$ cat src/rtl/nasti_narrower_writer.sv
// NASTI write-path width converter: one wide master burst is reissued as a single
// narrower slave burst, each master W beat split into one or more slave W beats.
module nasti_narrower_writer #(
  parameter int ID_WIDTH          = 2,
  parameter int ADDR_WIDTH        = 32,
  parameter int MASTER_DATA_WIDTH = 64,
  parameter int SLAVE_DATA_WIDTH  = 32,
  parameter int USER_WIDTH        = 1
) (
  input  logic                           clk,
  input  logic                           rst,
  input  logic [ID_WIDTH-1:0]            master_aw_id,
  input  logic [ADDR_WIDTH-1:0]          master_aw_addr,
  input  logic [7:0]                     master_aw_len,
  input  logic [2:0]                     master_aw_size,
  input  logic [1:0]                     master_aw_burst,
  input  logic                           master_aw_lock,
  input  logic [3:0]                     master_aw_cache,
  input  logic [2:0]                     master_aw_prot,
  input  logic [3:0]                     master_aw_qos,
  input  logic [3:0]                     master_aw_region,
  input  logic [USER_WIDTH-1:0]          master_aw_user,
  input  logic                           master_aw_valid,
  output logic                           master_aw_ready,
  input  logic [MASTER_DATA_WIDTH-1:0]   master_w_data,
  input  logic [MASTER_DATA_WIDTH/8-1:0] master_w_strb,
  input  logic                           master_w_last,
  input  logic [USER_WIDTH-1:0]          master_w_user,
  input  logic                           master_w_valid,
  output logic                           master_w_ready,
  output logic [ID_WIDTH-1:0]            master_b_id,
  output logic [1:0]                     master_b_resp,
  output logic [USER_WIDTH-1:0]          master_b_user,
  output logic                           master_b_valid,
  input  logic                           master_b_ready,
  output logic [ID_WIDTH-1:0]            slave_aw_id,
  output logic [ADDR_WIDTH-1:0]          slave_aw_addr,
  output logic [7:0]                     slave_aw_len,
  output logic [2:0]                     slave_aw_size,
  output logic [1:0]                     slave_aw_burst,
  output logic                           slave_aw_lock,
  output logic [3:0]                     slave_aw_cache,
  output logic [2:0]                     slave_aw_prot,
  output logic [3:0]                     slave_aw_qos,
  output logic [3:0]                     slave_aw_region,
  output logic [USER_WIDTH-1:0]          slave_aw_user,
  output logic                           slave_aw_valid,
  input  logic                           slave_aw_ready,
  output logic [SLAVE_DATA_WIDTH-1:0]    slave_w_data,
  output logic [SLAVE_DATA_WIDTH/8-1:0]  slave_w_strb,
  output logic                           slave_w_last,
  output logic [USER_WIDTH-1:0]          slave_w_user,
  output logic                           slave_w_valid,
  input  logic                           slave_w_ready,
  input  logic [ID_WIDTH-1:0]            slave_b_id,
  input  logic [1:0]                     slave_b_resp,
  input  logic [USER_WIDTH-1:0]          slave_b_user,
  input  logic                           slave_b_valid,
  output logic                           slave_b_ready,
  output logic [1:0]                     dbg_state
);

  localparam int SBYTES = SLAVE_DATA_WIDTH / 8;
  localparam int MCS    = $clog2(MASTER_DATA_WIDTH / 8);
  localparam int SCS    = $clog2(SBYTES);
  localparam int RATIO  = MASTER_DATA_WIDTH / SLAVE_DATA_WIDTH;
  localparam int LW     = (RATIO > 1) ? $clog2(RATIO) : 1;
  localparam logic [2:0] SCS_L = SCS[2:0];
  localparam logic [2:0] MCS_L = MCS[2:0];

  typedef enum logic [1:0] {S_IDLE, S_AW, S_W, S_B} state_t;

  state_t                         state;
  logic [ID_WIDTH-1:0]            aw_id;
  logic [ADDR_WIDTH-1:0]          aw_addr;
  logic [7:0]                     aw_len;
  logic [2:0]                     aw_size;
  logic [1:0]                     aw_burst;
  logic                           aw_lock;
  logic [3:0]                     aw_cache;
  logic [2:0]                     aw_prot;
  logic [3:0]                     aw_qos;
  logic [3:0]                     aw_region;
  logic [USER_WIDTH-1:0]          aw_user;
  logic [7:0]                     s_len;
  logic [2:0]                     s_size;
  logic [ADDR_WIDTH-1:0]          w_addr;
  logic [7:0]                     beat_cnt;
  logic [MASTER_DATA_WIDTH-1:0]   buf_data;
  logic [MASTER_DATA_WIDTH/8-1:0] buf_strb;
  logic [USER_WIDTH-1:0]          buf_user;
  logic                           buf_valid;
  logic [ID_WIDTH-1:0]            b_id;
  logic [1:0]                     b_resp;
  logic [USER_WIDTH-1:0]          b_user;
  logic                           b_valid;

  // Slave beat count for a burst: an unaligned start skips the lanes below idx.
  function automatic logic [7:0] calc_slave_len(input logic [ADDR_WIDTH-1:0] addr,
                                                input logic [7:0] len,
                                                input logic [2:0] size);
    logic [2:0]  off;
    logic [15:0] ratio;
    logic [15:0] idx;
    logic [15:0] total;
    off   = 3'd0;
    ratio = 16'd1;
    idx   = 16'd0;
    total = {8'd0, len};
    if (size > SCS_L) begin
      off   = size - SCS_L;
      ratio = 16'd1 << off;
      idx   = 16'(addr >> SCS) & (ratio - 16'd1);
      total = (({8'd0, len} + 16'd1) << off) - idx - 16'd1;
    end
    return total[7:0];
  endfunction

  logic [2:0]            off;
  logic [7:0]            step;
  logic [7:0]            size_mask;
  logic [8:0]            size_bytes;
  logic [8:0]            slice_end;
  logic                  last_slice;
  logic [ADDR_WIDTH-1:0] w_addr_next;
  logic [LW-1:0]         lane;
  logic                  w_hs;

  assign off         = (aw_size > SCS_L) ? (aw_size - SCS_L) : 3'd0;
  assign step        = (aw_size > SCS_L) ? 8'(SBYTES) : (8'd1 << aw_size);
  assign size_mask   = (8'd1 << aw_size) - 8'd1;
  assign size_bytes  = 9'd1 << aw_size;
  assign slice_end   = {1'b0, w_addr[7:0] & size_mask} + {1'b0, step};
  assign last_slice  = slice_end >= size_bytes;
  assign w_addr_next = ((w_addr >> off) << off) + ADDR_WIDTH'(step);
  assign w_hs        = buf_valid && slave_w_ready;

  if (RATIO > 1) begin : g_lane
    assign lane = w_addr[SCS +: LW];
  end else begin : g_lane1
    assign lane = '0;
  end

  logic [SLAVE_DATA_WIDTH-1:0]   data_slice [RATIO];
  logic [SLAVE_DATA_WIDTH/8-1:0] strb_slice [RATIO];
  for (genvar g = 0; g < RATIO; g++) begin : g_slice
    assign data_slice[g] = buf_data[g*SLAVE_DATA_WIDTH +: SLAVE_DATA_WIDTH];
    assign strb_slice[g] = buf_strb[g*SBYTES +: SBYTES];
  end

  always_ff @(posedge clk or posedge rst) begin
    if (rst) begin
      state     <= S_IDLE;
      aw_id     <= '0;
      aw_addr   <= '0;
      aw_len    <= '0;
      aw_size   <= '0;
      aw_burst  <= '0;
      aw_lock   <= 1'b0;
      aw_cache  <= '0;
      aw_prot   <= '0;
      aw_qos    <= '0;
      aw_region <= '0;
      aw_user   <= '0;
      s_len     <= '0;
      s_size    <= '0;
      w_addr    <= '0;
      beat_cnt  <= '0;
      buf_data  <= '0;
      buf_strb  <= '0;
      buf_user  <= '0;
      buf_valid <= 1'b0;
      b_id      <= '0;
      b_resp    <= '0;
      b_user    <= '0;
      b_valid   <= 1'b0;
    end else begin
      case (state)
        S_IDLE: begin
          if (master_aw_valid) begin
            aw_id     <= master_aw_id;
            aw_addr   <= master_aw_addr;
            aw_len    <= master_aw_len;
            aw_size   <= master_aw_size;
            aw_burst  <= master_aw_burst;
            aw_lock   <= master_aw_lock;
            aw_cache  <= master_aw_cache;
            aw_prot   <= master_aw_prot;
            aw_qos    <= master_aw_qos;
            aw_region <= master_aw_region;
            aw_user   <= master_aw_user;
            s_len     <= calc_slave_len(master_aw_addr, master_aw_len, master_aw_size);
            s_size    <= (master_aw_size > SCS_L) ? SCS_L : master_aw_size;
            w_addr    <= master_aw_addr;
            beat_cnt  <= '0;
            state     <= S_AW;
          end
        end
        S_AW: begin
          if (slave_aw_ready) state <= S_W;
        end
        S_W: begin
          // Load needs an empty buffer, drain needs a full one: never both in a cycle.
          if (master_w_valid && !buf_valid) begin
            buf_data  <= master_w_data;
            buf_strb  <= master_w_strb;
            buf_user  <= master_w_user;
            buf_valid <= 1'b1;
          end
          if (w_hs) begin
            beat_cnt <= beat_cnt + 8'd1;
            w_addr   <= w_addr_next;
            if (last_slice || slave_w_last) buf_valid <= 1'b0;
            if (slave_w_last) state <= S_B;
          end
        end
        S_B: begin
          if (slave_b_valid && !b_valid) begin
            b_id    <= slave_b_id;
            b_resp  <= slave_b_resp;
            b_user  <= slave_b_user;
            b_valid <= 1'b1;
          end
          if (b_valid && master_b_ready) begin
            b_valid <= 1'b0;
            state   <= S_IDLE;
          end
        end
        default: state <= S_IDLE;
      endcase
    end
  end

  // Every channel transfers on a rising edge where valid and ready are both high;
  // a raised valid and its payload stay unchanged until that transfer happens.
  assign master_aw_ready = (state == S_IDLE);
  assign master_w_ready  = (state == S_W) && !buf_valid;
  assign slave_aw_valid  = (state == S_AW);
  assign slave_w_valid   = buf_valid;
  assign slave_b_ready   = (state == S_B) && !b_valid;
  assign master_b_valid  = b_valid;
  assign master_b_id     = b_id;
  assign master_b_resp   = b_resp;
  assign master_b_user   = b_user;
  assign dbg_state       = state;

  assign slave_aw_id     = aw_id;
  assign slave_aw_addr   = aw_addr;
  assign slave_aw_len    = s_len;
  assign slave_aw_size   = s_size;
  assign slave_aw_burst  = aw_burst;
  assign slave_aw_lock   = aw_lock;
  assign slave_aw_cache  = aw_cache;
  assign slave_aw_prot   = aw_prot;
  assign slave_aw_qos    = aw_qos;
  assign slave_aw_region = aw_region;
  assign slave_aw_user   = aw_user;

  assign slave_w_data    = data_slice[lane];
  assign slave_w_strb    = strb_slice[lane];
  assign slave_w_user    = buf_user;
  assign slave_w_last    = (beat_cnt == s_len);

`ifndef SYNTHESIS
  logic [7:0] m_beats;
  always_ff @(posedge clk or posedge rst) begin
    if (rst) begin
      m_beats <= '0;
    end else begin
      if (master_aw_valid && master_aw_ready) begin
        assert (master_aw_burst == 2'b01)
          else $fatal(1, "nasti_narrower_writer: only INCR bursts are supported");
        assert (master_aw_size <= MCS_L)
          else $fatal(1, "nasti_narrower_writer: size wider than master bus");
        assert (((32'd1 << master_aw_size) * ({24'd0, master_aw_len} + 32'd1)) <= 32'(32 * SLAVE_DATA_WIDTH))
          else $fatal(1, "nasti_narrower_writer: burst too long");
        m_beats <= '0;
      end
      if (master_w_valid && master_w_ready) begin
        assert (master_w_last == (m_beats == aw_len))
          else $fatal(1, "nasti_narrower_writer: master_w_last misplaced");
        m_beats <= m_beats + 8'd1;
      end
    end
  end
`endif

endmodule

$ cat config.mk
export PLATFORM = sky130hd
export DESIGN_NAME = nasti_narrower_writer
export DESIGN_NICKNAME = d
export VERILOG_FILES = /design/src/rtl/nasti_narrower_writer.sv
export SDC_FILE = /design/constraint.sdc
export NUM_CORES = 1
export LEC_CHECK = 0
export BUFFER_PORTS_ARGS = -buffer_cell sky130_fd_sc_hd__buf_2
export CAP_MARGIN = 25
export CORE_UTILIZATION = 49
export CTS_CLUSTER_DIAMETER = 80
export CTS_CLUSTER_SIZE = 40
export DETAILED_ROUTE_END_ITERATION = 16
export PLACE_DENSITY = 0.86
export SLEW_MARGIN = 25
export SYNTH_ARGS = -nofsm -noshare
export SYNTH_HDL_FRONTEND = slang
export SYNTH_SLANG_ARGS = --single-unit
$ cat constraint.sdc
create_clock -name clk -period 13.06 [get_ports clk]
set_input_delay 2.612 -clock clk [delete_from_list [all_inputs] [get_ports clk]]
set_output_delay 2.612 -clock clk [all_outputs]
set_load 0.005 [all_outputs]
==> flow_metrics.env <==
export IMPL_status="finished clean"
export IMPL_cts_path_max_buffers=2
export IMPL_p_seq_share_pct=36.9
export IMPL_synthArstFlopShare_pct=100
export IMPL_ys_seq_area_share_pct=48.4
export IMPL_fmax_mhz=153
export IMPL_drtAntennaViolNets=0
export IMPL_cts_tree="done"
export IMPL_io_buffers=264
export IMPL_cts_buffers=17
export IMPL_synth_avg_cell_area_um2=11.8
export IMPL_holdPathStages=1
export IMPL_fp_dieH_um=134
export IMPL_hold_start="slave_aw_size[1]"
export IMPL_grt_start_max_net_pins=87
export IMPL_total_leakage_power_nw=5.20
export IMPL_vias=6342
export IMPL_synth_ff_type="dfrtp_1"
export IMPL_tightest_slew_ns=0.947
export IMPL_maxCapViolations=0
export IMPL_path_max_fanout=16
export IMPL_final_common_cell="buf_2"
export IMPL_yosys_warnings=0
export IMPL_cts_resized_gates=0
export IMPL_clockPowerShare_pct=20.4
export IMPL_grt_total_usage_pct=22.4
export IMPL_die_w_um=134
export IMPL_rr_worst_depth=15
export IMPL_vias_per_cell=5.25
export IMPL_drive_above_1_share_pct=48.7
export IMPL_finalWeightedCongestion=0.879
export IMPL_dieArea_mm2=0.0178
export IMPL_synth_edff_count=0
export IMPL_grt_first_pass_wirelength_um=31100
export IMPL_grt_setup_unrepaired="no"
export IMPL_wire_per_inst_um=16.1
export IMPL_clkSlewWorstSetupHoldPaths_ns=0.07
export IMPL_areaGrowthSynthToFinish_pct=24.8
export IMPL_ys_seq_elements=164
export IMPL_rr_startpoint="aw_size[2]"
export IMPL_post_cts_buffers=0
export IMPL_hold_class="register to register"
export IMPL_startpoint="master_aw_size[1]"
export IMPL_grt_pass1_vias=6456
export IMPL_pwr_share_comb_pct=42.7
export IMPL_switchingPower_w=0.000838
export IMPL_cp_arrival_ns=6.88
export IMPL_first_pass_iters=6
export IMPL_internal_power_w=0.00160
export IMPL_min_period_ns=6.52
export IMPL_synth_cell_types=60
export IMPL_layout_common_cells="264 x buf_2, 172 x mux2_2, 164 x dfrtp_1"
export IMPL_num_rows=47
export IMPL_initial_core_util_pct=50.6
export IMPL_postSynthCellCount=721
export IMPL_drcViolationCount=0
export IMPL_slew_violations=0
export IMPL_cts_sinks=164
export IMPL_setup_violations=0
export IMPL_nFillCells=1330
export IMPL_power_density_mw_per_mm2=230
export IMPL_cts_root_buf="clkbuf_16"
export IMPL_hold_viol_final=0
export IMPL_drt_iter0_markers=206
export IMPL_cts_hold_buffers=0
export IMPL_grt_overflow=0
export IMPL_ios=266
export IMPL_r2r_setup_slack_ns=9.37
export IMPL_multi_input_area_mm2=0.00417
export IMPL_crit_type="input pin to register"
export IMPL_fin_util_pct=63.1
export IMPL_dp_hpwl_um=14100
export IMPL_end_kind="register"
export IMPL_ir_drop_uv=138
export IMPL_antenna_found_initial=1
export IMPL_clk_latency_ns=0.43
export IMPL_seq_area_mm2=0.00410
export IMPL_tns_ns=0
export IMPL_required_ns=13.42
export IMPL_wl_um=19400
export IMPL_layout_nets=1162
export IMPL_swShare_pct=34.4
export IMPL_relSlewSlack_pct=36.9
export IMPL_start_kind="input pin"
export IMPL_core_mm2=0.0168
export IMPL_synthesis_area_mm2=0.00848
export IMPL_htree_num_levels=4
export IMPL_period_share_pct=49.9
export IMPL_clock_skew_ns=0.0103
==> critical path: stages <==
cell       delay (ns)
buf_2            0.22
clkinv_1         0.29
ha_1             0.67
nand2_1          0.15
or2_2            0.35
ha_1             0.27
nor2_1           0.12
a21oi_1          0.04
o21ai_0          0.18
nand2_1          0.08
ha_1             0.33
inv_1            0.07
nor2_1           0.16
a2111oi_0        0.12
or3_1            0.39
or4_1            0.40
a311oi_1         0.29
a21o_1           0.13
==> layout make-up <==
cell class | count | area share (%)
Inverter | 20 | 0.757
Clock buffer | 17 | 4.02
Clock inverter | 15 | 1.59
Sequential cell | 164 | 38.8
Timing Repair Buffer | 267 | 12.7
Tap cell | 220 | 2.60
Antenna cell | 1 | 0.0237
Multi-Input combinational cell | 503 | 39.5
==> final timing paths <==
path	to
worst max-delay path	slave_aw_len[7]
worst min-delay path	slave_aw_size[1]
worst max register to register	slave_w_valid
worst min register to register	slave_aw_size[1]
max in group asynchronous	slave_aw_addr[8]
min in group asynchronous	slave_aw_burst[1]
==> registers in the layout (all words and copies together) (netlist names), 2 cells and up <==
register,flops
aw_size,3
slave_aw_cache,4
beat_cnt,8
slave_aw_id,2
slave_aw_qos,4
slave_aw_prot,3
slave_aw_region,4
w_addr,7
master_b_id,2
slave_aw_len,8
slave_aw_size,3
slave_aw_addr,32
buf_data,64
slave_aw_burst,2
buf_strb,8
dbg_state,2
master_b_resp,2
==> Yosys cell counts, types with 5 or more instances <==
| master | instances | area [µm²] |
|---|---|---|
| o21ai_1 | 10 | 50.1 |
| nor2b_1 | 10 | 62.6 |
| nor3_1 | 8 | 40.0 |
| nand4_1 | 6 | 37.5 |
| inv_1 | 18 | 67.6 |
| nand2b_1 | 5 | 31.3 |
| a21o_1 | 6 | 45.0 |
| nor2_1 | 32 | 120 |
| dfrtp_1 | 164 | 4100 |
| xor2_1 | 10 | 87.6 |
| nand3_1 | 10 | 50.1 |
| mux2i_1 | 12 | 120 |
| and2_1 | 5 | 31.3 |
| xnor2_1 | 21 | 184 |
| nand2_1 | 48 | 180 |
| clkbuf_1 | 38 | 143 |
| ha_1 | 35 | 438 |
| mux2_2 | 172 | 1940 |
| a21oi_1 | 21 | 105 |
| o21ai_0 | 25 | 125 |
==> through the flow <==
stage | cell area [µm²] | cells | total power, W | hold slack [ns] | setup WS, ns
6_report | 10600 | 1207 | 0.00243 | 0.477 | 6.54
5_1_grt | 10600 | 1207 | 0.00261 | 0.499 | 6.29
4_1_cts | 10600 | 1206 | 0.00246 | 0.483 | 6.65
3_5_place_dp | 9970 | 1174 | 0.00194 | 0.468 | 6.24
3_3_place_gp | 9970 | 1174 | 0.00189 | 0.456 | 6.33
2_1_floorplan | 8510 | 731 | 0.00157 | 0.450 | 6.01
==> power by group through the flow <==
stage | logic [W] | clock network [W] | registers [W]
finish | 0.00104 | 0.000498 | 0.000898
CTS | 0.00105 | 0.000510 | 0.000899
floorplan | 0.000694 | 0 | 0.000879
global placement | 0.00100 | 0 | 0.000890
global route | 0.00115 | 0.000530 | 0.000930
detailed placement | 0.00104 | 0 | 0.000905
==> layer usage <==
layer	wire [µm]	global-route usage, %	up-vias
met2	10000	38.9	193
met3	1150	6.66	26
met1	7870	26.0	3069
met4	373	8.46	0
li1	-	-	3054
met5	0	0	-
==> cell families after synthesis <==
group	count (synthesis)	synth area share [%]
AO/OA/AOI/OAI	94	6.84
XOR/XNOR	31	3.20
adder cells (fa/ha/maj)	38	5.88
buffers and inverters	64	2.97
flip-flops	164	48.4
multiplexers	184	24.3
other	1	0.0442
AND/OR/NAND/NOR	145	8.39
Power figures use the tool's default switching activity.
